## config.mk

```make
export PLATFORM = sky130hd
export DESIGN_NAME = mem_wb_load_unit_flat
export DESIGN_NICKNAME = d
export VERILOG_FILES = /design/src/rtl/mem_wb_load_unit_if.sv /design/src/rtl/mem_wb_load_unit.sv /design/src/flat_wrapper.sv
export SDC_FILE = /design/constraint.sdc
export NUM_CORES = 1
export LEC_CHECK = 0
export CAP_MARGIN = 20
export CORE_ASPECT_RATIO = 0.7
export CORE_MARGIN = 2
export CORE_UTILIZATION = 54
export CTS_CLUSTER_SIZE = 12
export DETAILED_ROUTE_END_ITERATION = 16
export PLACE_DENSITY = 0.84
export SYNTH_ARGS = -nofsm -noshare
export SYNTH_HDL_FRONTEND = slang
export SYNTH_SLANG_ARGS = --single-unit
export TNS_END_PERCENT = 1
```

## constraint.sdc

```tcl
create_clock -name clk -period 4.77 [get_ports clk]
set_input_delay 0.954 -clock clk [delete_from_list [all_inputs] [get_ports clk]]
set_output_delay 0.954 -clock clk [all_outputs]
set_load 0.02 [all_outputs]
```

## src/rtl/mem_wb_load_unit_if.sv

```systemverilog
// MEM->WB field bundle, read response and writeback bus
// for the WB-stage load unit.
interface mem_wb_load_unit_if;
  logic        flush;
  logic        in_valid;
  logic        in_wRegEn;
  logic [4:0]  in_wRegAddr;
  logic [31:0] in_aluAns;
  logic        in_rwmem;
  logic [2:0]  in_rsize;
  logic        in_signExt;
  logic [1:0]  in_left_right;
  logic [31:0] in_rtReg;
  logic [31:0] in_pc;
  logic        rdata_valid;
  logic [31:0] rdata;
  logic        stall_req;
  logic        wb_valid;
  logic        wb_wRegEn;
  logic [4:0]  wb_wRegAddr;
  logic [31:0] wb_wData;
  logic [31:0] wb_pc;

  modport master (
    output flush, in_valid, in_wRegEn, in_wRegAddr,
    output in_aluAns, in_rwmem, in_rsize, in_signExt,
    output in_left_right, in_rtReg, in_pc,
    output rdata_valid, rdata,
    input  stall_req, wb_valid, wb_wRegEn,
    input  wb_wRegAddr, wb_wData, wb_pc
  );

  modport slave (
    input  flush, in_valid, in_wRegEn, in_wRegAddr,
    input  in_aluAns, in_rwmem, in_rsize, in_signExt,
    input  in_left_right, in_rtReg, in_pc,
    input  rdata_valid, rdata,
    output stall_req, wb_valid, wb_wRegEn,
    output wb_wRegAddr, wb_wData, wb_pc
  );
endinterface

```

## src/rtl/mem_wb_load_unit.sv

```systemverilog
// WB-stage unit: passes ALU results through, waits for load
// data, then aligns/extends/merges it into GPR write data.
module mem_wb_load_unit (
  input  logic                clk,
  input  logic                aresetn,
  mem_wb_load_unit_if.slave   bus
);

  typedef enum logic [1:0] {
    S_IDLE,
    S_WAIT,
    S_DRAIN
  } state_t;

  state_t      r_state;
  state_t      w_next;
  logic        w_acc_alu;
  logic        w_acc_ld;
  logic        w_wb_ld;

  logic [1:0]  r_off;
  logic [2:0]  r_rsize;
  logic        r_sext;
  logic [1:0]  r_lr;
  logic [31:0] r_rt;
  logic        r_wen;
  logic [4:0]  r_waddr;
  logic [31:0] r_pc;

  logic        r_wb_valid;
  logic        r_wb_wen;
  logic [4:0]  r_wb_waddr;
  logic [31:0] r_wb_wdata;
  logic [31:0] r_wb_pc;

  logic [7:0]  w_byte;
  logic [15:0] w_half;
  logic [31:0] w_norm;
  logic [31:0] w_lwl;
  logic [31:0] w_lwr;
  logic [31:0] w_align;

  always_comb begin
    w_next    = r_state;
    w_acc_alu = 1'b0;
    w_acc_ld  = 1'b0;
    w_wb_ld   = 1'b0;
    unique case (r_state)
      S_IDLE: begin
        if (bus.in_valid && !bus.flush) begin
          if (bus.in_rwmem) begin
            w_acc_ld = 1'b1;
            w_next   = S_WAIT;
          end else begin
            w_acc_alu = 1'b1;
          end
        end
      end
      S_WAIT: begin
        if (bus.rdata_valid) begin
          w_wb_ld = !bus.flush;
          w_next  = S_IDLE;
        end else if (bus.flush) begin
          // response still owed by memory; swallow it later
          w_next = S_DRAIN;
        end
      end
      S_DRAIN: begin
        if (bus.rdata_valid) w_next = S_IDLE;
      end
      default: w_next = S_IDLE;
    endcase
  end

  always_comb begin
    w_byte = bus.rdata[7:0];
    w_lwl  = bus.rdata;
    w_lwr  = bus.rdata;
    unique case (r_off)
      2'd0: begin
        w_byte = bus.rdata[7:0];
        w_lwl  = {bus.rdata[7:0], r_rt[23:0]};
        w_lwr  = bus.rdata;
      end
      2'd1: begin
        w_byte = bus.rdata[15:8];
        w_lwl  = {bus.rdata[15:0], r_rt[15:0]};
        w_lwr  = {r_rt[31:24], bus.rdata[31:8]};
      end
      2'd2: begin
        w_byte = bus.rdata[23:16];
        w_lwl  = {bus.rdata[23:0], r_rt[7:0]};
        w_lwr  = {r_rt[31:16], bus.rdata[31:16]};
      end
      default: begin
        w_byte = bus.rdata[31:24];
        w_lwl  = bus.rdata;
        w_lwr  = {r_rt[31:8], bus.rdata[31:24]};
      end
    endcase
    w_half = r_off[1] ? bus.rdata[31:16] : bus.rdata[15:0];
    unique case (r_rsize)
      3'd1:    w_norm = {{24{r_sext & w_byte[7]}}, w_byte};
      3'd2:    w_norm = {{16{r_sext & w_half[15]}}, w_half};
      default: w_norm = bus.rdata;
    endcase
    unique case (r_lr)
      2'b01:   w_align = w_lwl;
      2'b10:   w_align = w_lwr;
      default: w_align = w_norm;
    endcase
  end

  always_ff @(posedge clk or negedge aresetn) begin
    if (!aresetn) begin
      r_state    <= S_IDLE;
      r_off      <= '0;
      r_rsize    <= '0;
      r_sext     <= 1'b0;
      r_lr       <= '0;
      r_rt       <= '0;
      r_wen      <= 1'b0;
      r_waddr    <= '0;
      r_pc       <= '0;
      r_wb_valid <= 1'b0;
      r_wb_wen   <= 1'b0;
      r_wb_waddr <= '0;
      r_wb_wdata <= '0;
      r_wb_pc    <= '0;
    end else begin
      r_state    <= w_next;
      r_wb_valid <= w_acc_alu | w_wb_ld;
      r_wb_wen   <= (w_acc_alu & bus.in_wRegEn) | (w_wb_ld & r_wen);
      if (w_acc_alu) begin
        r_wb_waddr <= bus.in_wRegAddr;
        r_wb_wdata <= bus.in_aluAns;
        r_wb_pc    <= bus.in_pc;
      end
      if (w_wb_ld) begin
        r_wb_waddr <= r_waddr;
        r_wb_wdata <= w_align;
        r_wb_pc    <= r_pc;
      end
      if (w_acc_ld) begin
        r_off   <= bus.in_aluAns[1:0];
        r_rsize <= bus.in_rsize;
        r_sext  <= bus.in_signExt;
        r_lr    <= bus.in_left_right;
        r_rt    <= bus.in_rtReg;
        r_wen   <= bus.in_wRegEn;
        r_waddr <= bus.in_wRegAddr;
        r_pc    <= bus.in_pc;
      end
    end
  end

  assign bus.stall_req   = (r_state != S_IDLE);
  assign bus.wb_valid    = r_wb_valid;
  assign bus.wb_wRegEn   = r_wb_wen;
  assign bus.wb_wRegAddr = r_wb_waddr;
  assign bus.wb_wData    = r_wb_wdata;
  assign bus.wb_pc       = r_wb_pc;

endmodule

```

## src/flat_wrapper.sv

```systemverilog
// flat-port wrapper written by rule: the top's interface ports become plain ports
module mem_wb_load_unit_flat 
  (clk, aresetn, bus_flush, bus_in_valid, bus_in_wRegEn, bus_in_wRegAddr, bus_in_aluAns, bus_in_rwmem, bus_in_rsize, bus_in_signExt, bus_in_left_right, bus_in_rtReg, bus_in_pc, bus_rdata_valid, bus_rdata, bus_stall_req, bus_wb_valid, bus_wb_wRegEn, bus_wb_wRegAddr, bus_wb_wData, bus_wb_pc);
  mem_wb_load_unit_if bus_i ();
  input  logic clk;
  input  logic aresetn;
  input wire logic [$bits(bus_i.flush)-1:0] bus_flush;
  input wire logic [$bits(bus_i.in_valid)-1:0] bus_in_valid;
  input wire logic [$bits(bus_i.in_wRegEn)-1:0] bus_in_wRegEn;
  input wire logic [$bits(bus_i.in_wRegAddr)-1:0] bus_in_wRegAddr;
  input wire logic [$bits(bus_i.in_aluAns)-1:0] bus_in_aluAns;
  input wire logic [$bits(bus_i.in_rwmem)-1:0] bus_in_rwmem;
  input wire logic [$bits(bus_i.in_rsize)-1:0] bus_in_rsize;
  input wire logic [$bits(bus_i.in_signExt)-1:0] bus_in_signExt;
  input wire logic [$bits(bus_i.in_left_right)-1:0] bus_in_left_right;
  input wire logic [$bits(bus_i.in_rtReg)-1:0] bus_in_rtReg;
  input wire logic [$bits(bus_i.in_pc)-1:0] bus_in_pc;
  input wire logic [$bits(bus_i.rdata_valid)-1:0] bus_rdata_valid;
  input wire logic [$bits(bus_i.rdata)-1:0] bus_rdata;
  output wire logic [$bits(bus_i.stall_req)-1:0] bus_stall_req;
  output wire logic [$bits(bus_i.wb_valid)-1:0] bus_wb_valid;
  output wire logic [$bits(bus_i.wb_wRegEn)-1:0] bus_wb_wRegEn;
  output wire logic [$bits(bus_i.wb_wRegAddr)-1:0] bus_wb_wRegAddr;
  output wire logic [$bits(bus_i.wb_wData)-1:0] bus_wb_wData;
  output wire logic [$bits(bus_i.wb_pc)-1:0] bus_wb_pc;
  assign bus_i.flush = bus_flush;
  assign bus_i.in_valid = bus_in_valid;
  assign bus_i.in_wRegEn = bus_in_wRegEn;
  assign bus_i.in_wRegAddr = bus_in_wRegAddr;
  assign bus_i.in_aluAns = bus_in_aluAns;
  assign bus_i.in_rwmem = bus_in_rwmem;
  assign bus_i.in_rsize = bus_in_rsize;
  assign bus_i.in_signExt = bus_in_signExt;
  assign bus_i.in_left_right = bus_in_left_right;
  assign bus_i.in_rtReg = bus_in_rtReg;
  assign bus_i.in_pc = bus_in_pc;
  assign bus_i.rdata_valid = bus_rdata_valid;
  assign bus_i.rdata = bus_rdata;
  assign bus_stall_req = bus_i.stall_req;
  assign bus_wb_valid = bus_i.wb_valid;
  assign bus_wb_wRegEn = bus_i.wb_wRegEn;
  assign bus_wb_wRegAddr = bus_i.wb_wRegAddr;
  assign bus_wb_wData = bus_i.wb_wData;
  assign bus_wb_pc = bus_i.wb_pc;
  mem_wb_load_unit u_core (.clk(clk), .aresetn(aresetn), .bus(bus_i));
endmodule
```

==> flow_summary_export.csv <==
group,metric,value,unit
worst_setup_path,crit_buf_inv,2,
worst_setup_path,criticalPathCategory,"in2reg",
yosys,synth_top_family_by_area,"multiplexers",
worst_setup_path,crit_chain,"clkdlybuf4s50_1 > or4b_1 > nor2_4 > buf_4 > mux2i_1 > o21ai_1",
clock_tree,clkLatencyLatePin,0.43,ns
detailed_routing,wl_per_cell,22.0,um
power,irDropWorstVdd,0.243,mV
yosys,synth_cells,744,
yosys,synth_nets,892,
timing,finalClockSkew,0.0121,ns
final_layout,num_antenna_cells,0,
power,power_density,455,mW/mm^2
timing,hold_viol,0,
global_route,grtUsageMet2,41.5,%
floorplanning,die_w,154,um
clock_tree,cts_buffers,17,
power,cellLeakagePower,4.58,nW
power,netSwitchingFraction,35.7,%
power,seqPwrFrac,36.6,%
yosys,avgSynthCellArea,11.4,sq um
final_layout,final_layout_size_suffix_gt1_share,18.8,%
clock_tree,htreeDepth,4,
timing,min_period,3.25,ns
yosys,yosys.area.top_type,"dfrtp_1",
job,maxCapViolCount,0,
clock_tree,post-cts-setup-buffers,0,
worst_setup_path,start_kind,"input port",
global_route,grt_pass1_wl,38400,um
global_route,grt_start_max_net_pins,98,
detailed_routing,dr.first_iter.drc_count,1106,
clock_tree,clk_pin_slew,0.07,ns
place,io_buffers,217,
power,p_sw,1.84,mW
global_route,met1_usage,44.3,%
yosys,syn_area,0.00850,sq mm
timing,worstMarginPinSlew,0.974,ns
final_layout,post-route-util,73.4,%
clock_tree,ctsResizeCount,0,
global_route,busiest_layer,"met1",
detailed_routing,drtPass1Iterations,6,
power,pwr-share-clk,27.1,%
global_route,grt_use_met3,10.6,%
yosys,ys_ff_latch,151,
yosys,synth_common_cells,"dfrtp_1 (151), mux2_2 (93), nand2_1 (71)",
floorplanning,rows,38,
worst_setup_path,arrival,3.53,ns
floorplanning,die_h,109,um
status,outcome,"completed",
yosys,yosys.area.top_type_share,44.5,%
timing,rsz0062_at_grt,"no",
detailed_routing,ant_nets,0,
power,comb_power_share,36.3,%
yosys,synth_compound_area_share,17.8,%
yosys,yosysMostFrequentCell,"dfrtp_1",
worst_setup_path,worstPathRequired,5.05,ns
final_layout,fill_cells,1073,
clock_tree,clk_path_buf_depth,2,
yosys,synth_xor_area_share,0.103,%
clock_tree,holdBufCountCts,0,
yosys,async_flop_share,100,%
yosys,synth_cell_types,46,
detailed_routing,viasPerCell,6.41,
worst_setup_path,crit_fanout,19,
timing,max_freq,308,MHz
worst_setup_path,path_delay_family,"simple AND/OR/NAND/NOR gates",
yosys,synthAdderAreaFrac,0.295,%
final_layout,fin_area,0.0113,sq mm
clock_tree,cts_tree,"done",
min_path,hp-class,"reg2reg",
global_route,grt_pass1_vias,6754,
place,dp_hpwl,17500,um
floorplanning,initial_core_util,55.0,%
detailed_routing,drc,0,
timing,tns,0,ns
timing,setup_viol,0,
place,place_ws,1.14,ns
clock_tree,clock-sinks,151,
yosys,synth_simple_gate_area_share,7.47,%
worst_setup_path,slowest_stage,"or4b_1",
worst_setup_path,slowest_delay,0.78,ns
floorplanning,core_area,0.0155,sq mm
timing,slew_headroom,35.1,%
yosys,synth.mux.area_fraction,25.6,%
detailed_routing,wirelength,25000,um
global_route,grt_usage,30.1,%
yosys,synth_edf_count,0,
worst_setup_path,worstSetupEndpointType,"register",
place,routabilityCongestion,0.938,
final_layout,synthToLayoutAreaGrowth,33.6,%
floorplanning,dieArea,0.0168,sq mm
yosys,yosysSeqAreaShare,44.5,%
place,post_dp_cell_area,0.0107,sq mm
power,p_int,3.32,mW
timing,period_share,68.1,%
clock_tree,cts_root_buf,"clkbuf_16",
final_layout,final_nets,1073,
floorplanning,ios,218,
timing,setup_ws,1.52,ns
power,total_power,5.17,mW
yosys,yosys_warnings,0,
detailed_routing,num_vias,7296,
yosys,synth_top_cells_by_area,"dfrtp_1 (44%), mux2_2 (12%), mux2i_1 (7.0%), mux4_2 (6.4%), a221oi_1 (3.5%)",
timing,final_max_slew_viol_count,0,
global_route,grt_remaining_overflow,0,
yosys,synthFlopType,"dfrtp_1",
global_route,antenna_found_initial,0,
[worst paths after layout]
check,cells after the start,to,start,slack (ns)
worst min register to register,2,u_core.bus.wb_pc[3],u_core.bus.wb_pc[3],0.48
min in group asynchronous,1,u_core.r_pc[20],aresetn,0.59
worst max register to register,6,u_core.bus.wb_wData[7],u_core.r_lr[0],1.91
max in group asynchronous,2,u_core.r_off[1],aresetn,3.18
worst max-delay path,6,u_core.bus.wb_pc[26],bus_flush,1.52
worst min-delay path,2,u_core.bus.wb_pc[3],u_core.bus.wb_pc[3],0.48
[sequential cells by signal, indices dropped and copies added, names as in the netlist]
name / flops
u_core.r_wen: 1
u_core.r_rt: 32
u_core.r_pc: 32
u_core.bus.wb_pc: 32
u_core.bus.wb_wRegEn: 1
u_core.bus.wb_valid: 1
u_core.r_lr: 2
u_core.bus.wb_wRegAddr: 5
u_core.r_sext: 1
u_core.r_state: 2
u_core.r_off: 2
u_core.r_waddr: 5
u_core.r_rsize: 3
u_core.bus.wb_wData: 32
[stage by stage]
stage               hold slack (ns)  std cells
global route                  0.507       1138
finish                        0.482       1138
detailed placement            0.465       1106
CTS                           0.484       1138
global placement              0.460       1106
floorplan                     0.450        744
[power by group through the flow]
stage / clock network [mW] / logic, mW / registers (mW)
final: 1.40 / 1.88 / 1.89
after global routing: 1.47 / 2.00 / 1.92
after CTS: 1.41 / 1.85 / 1.88
after detailed placement: 0 / 1.84 / 1.89
after global placement: 0 / 1.80 / 1.88
after floorplan: 0 / 0.991 / 1.97
[placed cells by master (no fill, tap or decap), types with 3 or more instances in the layout]
master	n
clkdlybuf4s50_1	216
dfrtp_1	149
mux2_2	93
nand2_1	71
mux2i_1	59
o21ai_0	49
a221oi_1	34
a21oi_1	34
mux4_2	24
clkbuf_16	17
o211a_1	16
buf_4	14
a211oi_1	12
nor2_1	10
and3_1	10
inv_1	9
a22o_1	9
a221o_1	9
a211o_1	9
a311oi_1	8
nand2b_1	8
o211ai_1	8
o31ai_1	8
nand3b_1	7
o21ai_1	4
clkinv_4	4
inv_6	4
or2_2	3
nand4_1	3
inv_8	3
[worst register-to-register path, stage by stage, from the launching register on]
cell and delay [ns]:
dfrtp_1 0.38, inv_1 0.06, ha_1 0.76, inv_1 0.42, nand2_1 0.44, o32ai_1 0.18
a2111oi_0 0.48
[per-layer routing]
metal,routed length (um),vias up
met5,0,-
met4,559,0
met3,2980,53
met2,10600,446
met1,10900,3575
li1,-,3222
[cells by family (layout without fill, tap and decap cells)]
logic type      count (synthesis)  in the layout
flops                         151            151
compound gates                209            209
mux                           176            176
fa+ha+maj                       2              2
xor+xnor                        1              1
buf+inv                        78            272
simple gates                  127            127
[cell type report]
cell class,instances,area [sq um],share of cell area (%)
multi-input cells,515,4390,38.7
flip-flops and latches,151,3780,33.3
repair buffers,231,2280,20.1
clock buffers,18,429,3.78
well taps,200,250,2.21
clock inverters,14,180,1.59
inverters,9,33.8,0.298
(Power assumes the default switching activity.)
